File: src/rtl/coo_enc_hls_deadlock_detector_if.sv
// ---------------------------------------------------------------------------
// coo_enc_hls_deadlock_detector_if : monitor inputs and deadlock report bus
// Rev 1.0
// ---------------------------------------------------------------------------
`default_nettype none

interface coo_enc_hls_deadlock_detector_if #(
  parameter int NUM_MON = 4,
  parameter int CNT_W   = 16
);
  logic [NUM_MON-1:0] mon_block;
  logic               all_idle;
  logic               clear;
  logic               deadlock;
  logic               report_valid;
  logic               report_ready;
  logic [NUM_MON-1:0] report_mask;
  logic [CNT_W-1:0]   report_time;

  // Detector side drives the report.
  modport master (
    input  mon_block, all_idle, clear, report_ready,
    output deadlock, report_valid, report_mask, report_time
  );

  // Monitor/consumer side.
  modport slave (
    output mon_block, all_idle, clear, report_ready,
    input  deadlock, report_valid, report_mask, report_time
  );
endinterface

`default_nettype wire

File: src/rtl/coo_enc_hls_deadlock_detector.sv
// ---------------------------------------------------------------------------
// coo_enc_hls_deadlock_detector : sticky deadlock flag after THRESH blocked cycles
// Rev 1.0
// ---------------------------------------------------------------------------
`default_nettype none

module coo_enc_hls_deadlock_detector #(
  parameter int NUM_MON = 4,
  parameter int THRESH  = 16,
  parameter int CNT_W   = 16
) (
  input  wire                                   ap_clk,
  input  wire                                   ap_rst_n,
  coo_enc_hls_deadlock_detector_if.master       bus
);

  typedef enum logic [1:0] {
    S_IDLE   = 2'd0,
    S_RUN    = 2'd1,
    S_REPORT = 2'd2,
    S_DONE   = 2'd3
  } state_t;

  localparam logic [CNT_W-1:0] c_run_last = CNT_W'(THRESH - 1);
  localparam logic [CNT_W-1:0] c_ts_max   = {CNT_W{1'b1}};

  state_t             r_state, w_state_nxt;
  logic [CNT_W-1:0]   r_run, w_run_nxt;
  logic [NUM_MON-1:0] r_acc, w_acc_nxt;
  logic [CNT_W-1:0]   r_ts;
  logic               r_deadlock, w_deadlock_nxt;
  logic               r_valid, w_valid_nxt;
  logic [NUM_MON-1:0] r_mask, w_mask_nxt;
  logic [CNT_W-1:0]   r_time, w_time_nxt;
  logic               w_any_blk;

  assign w_any_blk = (|bus.mon_block) & ~bus.all_idle;

  always_comb begin
    w_state_nxt    = r_state;
    w_run_nxt      = r_run;
    w_acc_nxt      = r_acc;
    w_deadlock_nxt = r_deadlock;
    w_valid_nxt    = r_valid;
    w_mask_nxt     = r_mask;
    w_time_nxt     = r_time;
    case (r_state)
      S_IDLE: begin
        if (w_any_blk) begin
          w_run_nxt   = CNT_W'(1);
          w_acc_nxt   = bus.mon_block;
          w_state_nxt = S_RUN;
        end else begin
          w_run_nxt = '0;
          w_acc_nxt = '0;
        end
      end
      S_RUN: begin
        if (!w_any_blk) begin
          w_run_nxt   = '0;
          w_acc_nxt   = '0;
          w_state_nxt = S_IDLE;
        end else if (r_run == c_run_last) begin
          // THRESH-th consecutive blocked sample: freeze the report.
          w_deadlock_nxt = 1'b1;
          w_valid_nxt    = 1'b1;
          w_mask_nxt     = r_acc | bus.mon_block;
          w_time_nxt     = r_ts;
          w_run_nxt      = '0;
          w_acc_nxt      = '0;
          w_state_nxt    = S_REPORT;
        end else begin
          w_run_nxt = r_run + CNT_W'(1);
          w_acc_nxt = r_acc | bus.mon_block;
        end
      end
      S_REPORT: begin
        if (bus.report_ready) begin
          w_valid_nxt = 1'b0;
          w_state_nxt = S_DONE;
        end
      end
      S_DONE: begin
        w_state_nxt = S_DONE;
      end
      default: begin
        w_state_nxt = S_IDLE;
      end
    endcase
  end

  always_ff @(posedge ap_clk) begin
    if (!ap_rst_n || bus.clear) begin
      r_state    <= S_IDLE;
      r_run      <= '0;
      r_acc      <= '0;
      r_ts       <= '0;
      r_deadlock <= 1'b0;
      r_valid    <= 1'b0;
      r_mask     <= '0;
      r_time     <= '0;
    end else begin
      r_state    <= w_state_nxt;
      r_run      <= w_run_nxt;
      r_acc      <= w_acc_nxt;
      r_ts       <= (r_ts == c_ts_max) ? r_ts : r_ts + CNT_W'(1);
      r_deadlock <= w_deadlock_nxt;
      r_valid    <= w_valid_nxt;
      r_mask     <= w_mask_nxt;
      r_time     <= w_time_nxt;
    end
  end

  assign bus.deadlock     = r_deadlock;
  assign bus.report_valid = r_valid;
  assign bus.report_mask  = r_mask;
  assign bus.report_time  = r_time;

endmodule

`default_nettype wire

File: src/flat_wrapper.sv
// flat-port wrapper written by rule: the top's interface ports become plain ports
module coo_enc_hls_deadlock_detector_flat 
#(
  parameter int NUM_MON = 4,
  parameter int THRESH  = 16,
  parameter int CNT_W   = 16
)
  (ap_clk, ap_rst_n, bus_mon_block, bus_all_idle, bus_clear, bus_report_ready, bus_deadlock, bus_report_valid, bus_report_mask, bus_report_time);
  coo_enc_hls_deadlock_detector_if #(.NUM_MON(NUM_MON), .CNT_W(CNT_W)) bus_i ();
  input  wire ap_clk;
  input  wire ap_rst_n;
  input wire logic [$bits(bus_i.mon_block)-1:0] bus_mon_block;
  input wire logic [$bits(bus_i.all_idle)-1:0] bus_all_idle;
  input wire logic [$bits(bus_i.clear)-1:0] bus_clear;
  input wire logic [$bits(bus_i.report_ready)-1:0] bus_report_ready;
  output wire logic [$bits(bus_i.deadlock)-1:0] bus_deadlock;
  output wire logic [$bits(bus_i.report_valid)-1:0] bus_report_valid;
  output wire logic [$bits(bus_i.report_mask)-1:0] bus_report_mask;
  output wire logic [$bits(bus_i.report_time)-1:0] bus_report_time;
  assign bus_i.mon_block = bus_mon_block;
  assign bus_i.all_idle = bus_all_idle;
  assign bus_i.clear = bus_clear;
  assign bus_i.report_ready = bus_report_ready;
  assign bus_deadlock = bus_i.deadlock;
  assign bus_report_valid = bus_i.report_valid;
  assign bus_report_mask = bus_i.report_mask;
  assign bus_report_time = bus_i.report_time;
  coo_enc_hls_deadlock_detector #(.NUM_MON(NUM_MON), .THRESH(THRESH), .CNT_W(CNT_W)) u_core (.ap_clk(ap_clk), .ap_rst_n(ap_rst_n), .bus(bus_i));
endmodule
File: config.mk
export PLATFORM = sky130hd
export DESIGN_NAME = coo_enc_hls_deadlock_detector_flat
export DESIGN_NICKNAME = d
export VERILOG_FILES = /design/src/rtl/coo_enc_hls_deadlock_detector_if.sv /design/src/rtl/coo_enc_hls_deadlock_detector.sv /design/src/flat_wrapper.sv
export SDC_FILE = /design/constraint.sdc
export NUM_CORES = 1
export LEC_CHECK = 0
export CAP_MARGIN = 20
export CORE_MARGIN = 2
export CORE_UTILIZATION = 51
export DETAILED_ROUTE_END_ITERATION = 10
export PLACE_DENSITY = 0.86
export SLEW_MARGIN = 20
export SYNTH_ARGS = -nofsm -noshare
export SYNTH_HDL_FRONTEND = slang
export SYNTH_SLANG_ARGS = --single-unit
File: constraint.sdc
create_clock -name ap_clk -period 1.6 [get_ports ap_clk]
set_input_delay 0.32 -clock ap_clk [delete_from_list [all_inputs] [get_ports ap_clk]]
set_output_delay 0.32 -clock ap_clk [all_outputs]
set_load 0.03 [all_outputs]
==> metrics <==
number of design-rule violations left by the first detailed-router iteration 629; critical path endpoint category flip-flop; multiplexer share of the synthesized area 0.345%; number of levels in the clock H-tree 3; count of unresolved DRC violations after routing 0; number of nets still failing antenna checks after routing 0; xor-xnor portion of the synthesized cell area 1.21%; Placeable Area 0.00551 mm2; number of nets in the synthesized netlist 360; number of failing setup endpoints in the final timing report 47; maximum number of pins on one net before global-route repair 46; number of buffers inserted during clock tree synthesis 9; Skew-Pair Late Insertion Delay 0.35 ns; Final period util 120%; hold_sp u_core.bus.report_time[15]; buffer depth of the longest clock path 2; Total Wirelength 13,400 um; cell count after synthesis 349; Detailed Place HPWL 5980 um; total power divided by cell area 726 mW/mm2; net load switching power 0.760 mW; final core utilization 82.3%; switching share of power 23.1%; chip height 79.5 um; Diodes inserted 0; input/output buffers 30; register bit count reported by yosys 60; Wirelength per Cell 25.4 um; main area contributors after synthesis sky130_fd_sc_hd__dfxtp_1, sky130_fd_sc_hd__nand3_1, sky130_fd_sc_hd__a21oi_1, sky130_fd_sc_hd__a31oi_1, sky130_fd_sc_hd__o21ai_0; Std-Cell Rows 27; largest family of logic cells by synthesized area simple AND/OR/NAND/NOR gates; synthesized-area fraction occupied by and/or/nand/nor cells 32.6%; sequential fraction of design power 45.7%; fin worst setup slack -0.317 ns; synthesized-area fraction occupied by ao, oa, aoi and oai cells 18.4%; top cell type's share of synthesized area 41.4%; internal power 2.53 mW; global-route usage over all layers 31.8%; Yosys top cell by area sky130_fd_sc_hd__dfxtp_1; Root Buffer sky130_fd_sc_hd__clkbuf_8; Highest Clock Rate 522 MHz; Final TNS setup -5.38 ns; Worst Tran Pin Value 0.662 ns; worst vdd ir 0.000591 V; area of the multi-input gates 0.00189 mm2; EDFF count, synth 0; failing checks setup timing; worst path required time 1.86 ns; worst setup skew after layout 0.0103 ns; proportion of register bits with asynchronous set or reset after synthesis 0%; filler cell count 305; worst setup path start u_core.r_run[2]; fraction of final layout cells sized beyond drive strength 1 38.6%; post-synthesis sequential area ratio 41.4%; leakage power 1.67 nW; CTS tree yes; max-cap viol count 0; result of the run complete, but fails checks; most common flop cell mapped by yosys sky130_fd_sc_hd__dfxtp_1; critical path class flip-flop to flip-flop; worst hold slack after final layout 0.462 ns; Register Area 0.00124 mm2; vias in the first global route 3,341; routability congestion estimate 0.907; Die ar. 0.00631 mm2; Layout Area Growth over Synthesis 56.1%; crit path DAT 2.18 ns; initial antenna violation count 1; portion of total power attributed to the clock network 49.2%; vias per inst 7.23; via count of the routed design 3,818; die extent in x 79.5 um; combinational share of power 5.2%; initial core utilization 52.7%; remaining global-route overflow 0; Post-Syn Area 0.00290 mm2; sort of element at the start of the critical path flip-flop; adder-cell area share of the yosys netlist 0.862%; warnings from Yosys 0; count of cells along the worst hold path 2; Worst Reg-to-Reg Cells 4; Distinct cells, synth 50; clock period minus worst slack 1.92 ns; max-slew violation count 0; Reg2Reg Launch Point u_core.r_run[2]; first-pass iteration count of the detailed router 6; critical-path maximum fanout 5; wire length of the first global-routing pass 15,700 um; clock slew at reported path FFs 0.08 ns; hold violation total from the final report 0; class of the tightest hold or removal check flip-flop to flip-flop; # IOs 31; synthesized area per cell 8.32 um2; final layout net count 462; Worst slew margin 55.7%; RSZ-0062 raised after global routing true; TritonCTS sink count 60
## synth_stat cells (all sizes together), types with 2 or more instances
library cell / instances
nor2: 13
nand2: 24
nor3: 19
or3: 5
a31o: 2
nor4: 11
o211ai: 4
nand4b: 9
a31oi: 20
xor2: 2
o41ai: 2
nand4: 17
nor2b: 2
and3: 4
clkbuf: 17
and4b: 2
o21a: 2
a21oi: 30
nor4b: 3
o21ai: 22
nand3: 34
a311oi: 2
dfxtp: 60
buf: 13
inv: 4
nand2b: 2
or4: 7
and4: 3
ha: 2
xnor2: 2
## critical path, cell delays in order, from the launching register on
cell and delay [ns]:
sky130_fd_sc_hd__dfxtp_1 0.47, sky130_fd_sc_hd__nand4_1 0.20, sky130_fd_sc_hd__or3_1 0.41, sky130_fd_sc_hd__or4_1 0.56, sky130_fd_sc_hd__a31oi_1 0.19
## stage by stage
| step | power [mW] | cell area [um2] | setup WS (ns) | cells |
|---|---|---|---|---|
| after floorplan | 1.60 | 2950 | -0.0446 | 349 |
| after global placement | 1.68 | 3780 | -0.476 | 491 |
| after global routing | 3.36 | 4530 | -0.456 | 528 |
| after CTS | 3.24 | 4090 | -0.115 | 512 |
| after detailed placement | 1.68 | 3780 | -0.593 | 491 |
| final | 3.29 | 4530 | -0.317 | 528 |
## cell usage in the layout (no fill, tap or decap), types with 4 or more instances in the layout
| cell type | netlist | layout |
|---|---|---|
| sky130_fd_sc_hd__nand4_1 | 15 | 15 |
| sky130_fd_sc_hd__o21ai_0 | 20 | 4 |
| sky130_fd_sc_hd__dfxtp_4 | 0 | 6 |
| sky130_fd_sc_hd__dlygate4sd2_1 | 0 | 27 |
| sky130_fd_sc_hd__buf_6 | 1 | 8 |
| sky130_fd_sc_hd__buf_12 | 0 | 4 |
| sky130_fd_sc_hd__a21oi_2 | 0 | 4 |
| sky130_fd_sc_hd__buf_4 | 0 | 75 |
| sky130_fd_sc_hd__nor2_1 | 13 | 11 |
| sky130_fd_sc_hd__a21oi_1 | 30 | 25 |
| sky130_fd_sc_hd__clkbuf_8 | 0 | 11 |
| sky130_fd_sc_hd__nand4b_1 | 9 | 9 |
| sky130_fd_sc_hd__a31oi_1 | 20 | 18 |
| sky130_fd_sc_hd__o21ai_2 | 0 | 10 |
| sky130_fd_sc_hd__dfxtp_2 | 0 | 10 |
| sky130_fd_sc_hd__nor4_4 | 1 | 7 |
| sky130_fd_sc_hd__nand3_1 | 32 | 31 |
| sky130_fd_sc_hd__nor3_1 | 18 | 14 |
| sky130_fd_sc_hd__o21ai_1 | 2 | 7 |
| sky130_fd_sc_hd__dfxtp_1 | 60 | 44 |
| sky130_fd_sc_hd__nand2_1 | 24 | 24 |
| sky130_fd_sc_hd__o211ai_1 | 4 | 4 |
| sky130_fd_sc_hd__or4_4 | 0 | 4 |
| sky130_fd_sc_hd__nor3_2 | 1 | 5 |
| sky130_fd_sc_hd__inv_1 | 4 | 4 |
## sequential cells by signal (all words and copies together) (netlist names)
name	cells
u_core.bus.report_time	16
u_core.r_run	16
u_core.r_ts	16
u_core.bus.report_mask	4
u_core.r_acc	4
u_core.r_state	2
u_core.bus.deadlock	1
u_core.bus.report_valid	1
## worst paths after layout
kind | endpoint | slack (ns)
hold / removal | u_core.bus.report_time[15] | 0.46
setup / recovery | u_core.r_run[11] | -0.32
hold reg to reg | u_core.bus.report_time[15] | 0.46
setup reg to reg | u_core.r_run[11] | -0.32
## power by group through the flow
| stage | Sequential, mW | Combinational [mW] | Clock (mW) |
|---|---|---|---|
| finish | 1.50 | 0.170 | 1.62 |
| global route | 1.50 | 0.178 | 1.68 |
| CTS | 1.51 | 0.143 | 1.59 |
| detailed placement | 1.54 | 0.141 | 0 |
| global placement | 1.54 | 0.136 | 0 |
| floorplan | 1.54 | 0.0553 | 0 |
## cell families after synthesis
group	after synthesis
compound gates	90
xor+xnor	4
fa+ha+maj	2
buf+inv	34
flops	60
mux	1
simple gates	158
## routing by layer
metal  wire, um  GRT usage [%]
met5         16              0
met4       1160           16.2
met3       1490           9.50
met2       6280           53.9
met1       4490           36.1
## what timing repair did
action / CTS / global route
buffers inserted: 5 / 10
cloned: 0 / 6
resized for setup: 57 / 67
pin swaps: 15 / 28
hold endpoints to repair: 0 / 0
endpoints found under the setup margin: 74 / 57
hold buffers: 0 / 0
## layout make-up
type	count	area share [%]
multi-input combinational	256	41.7
sequential	60	27.3
timing repair buffer	120	23.7
clock buffer	13	3.51
tap	72	1.99
clock inverter	3	1.52
inverter	4	0.331
Power figures use the tool's default switching activity.
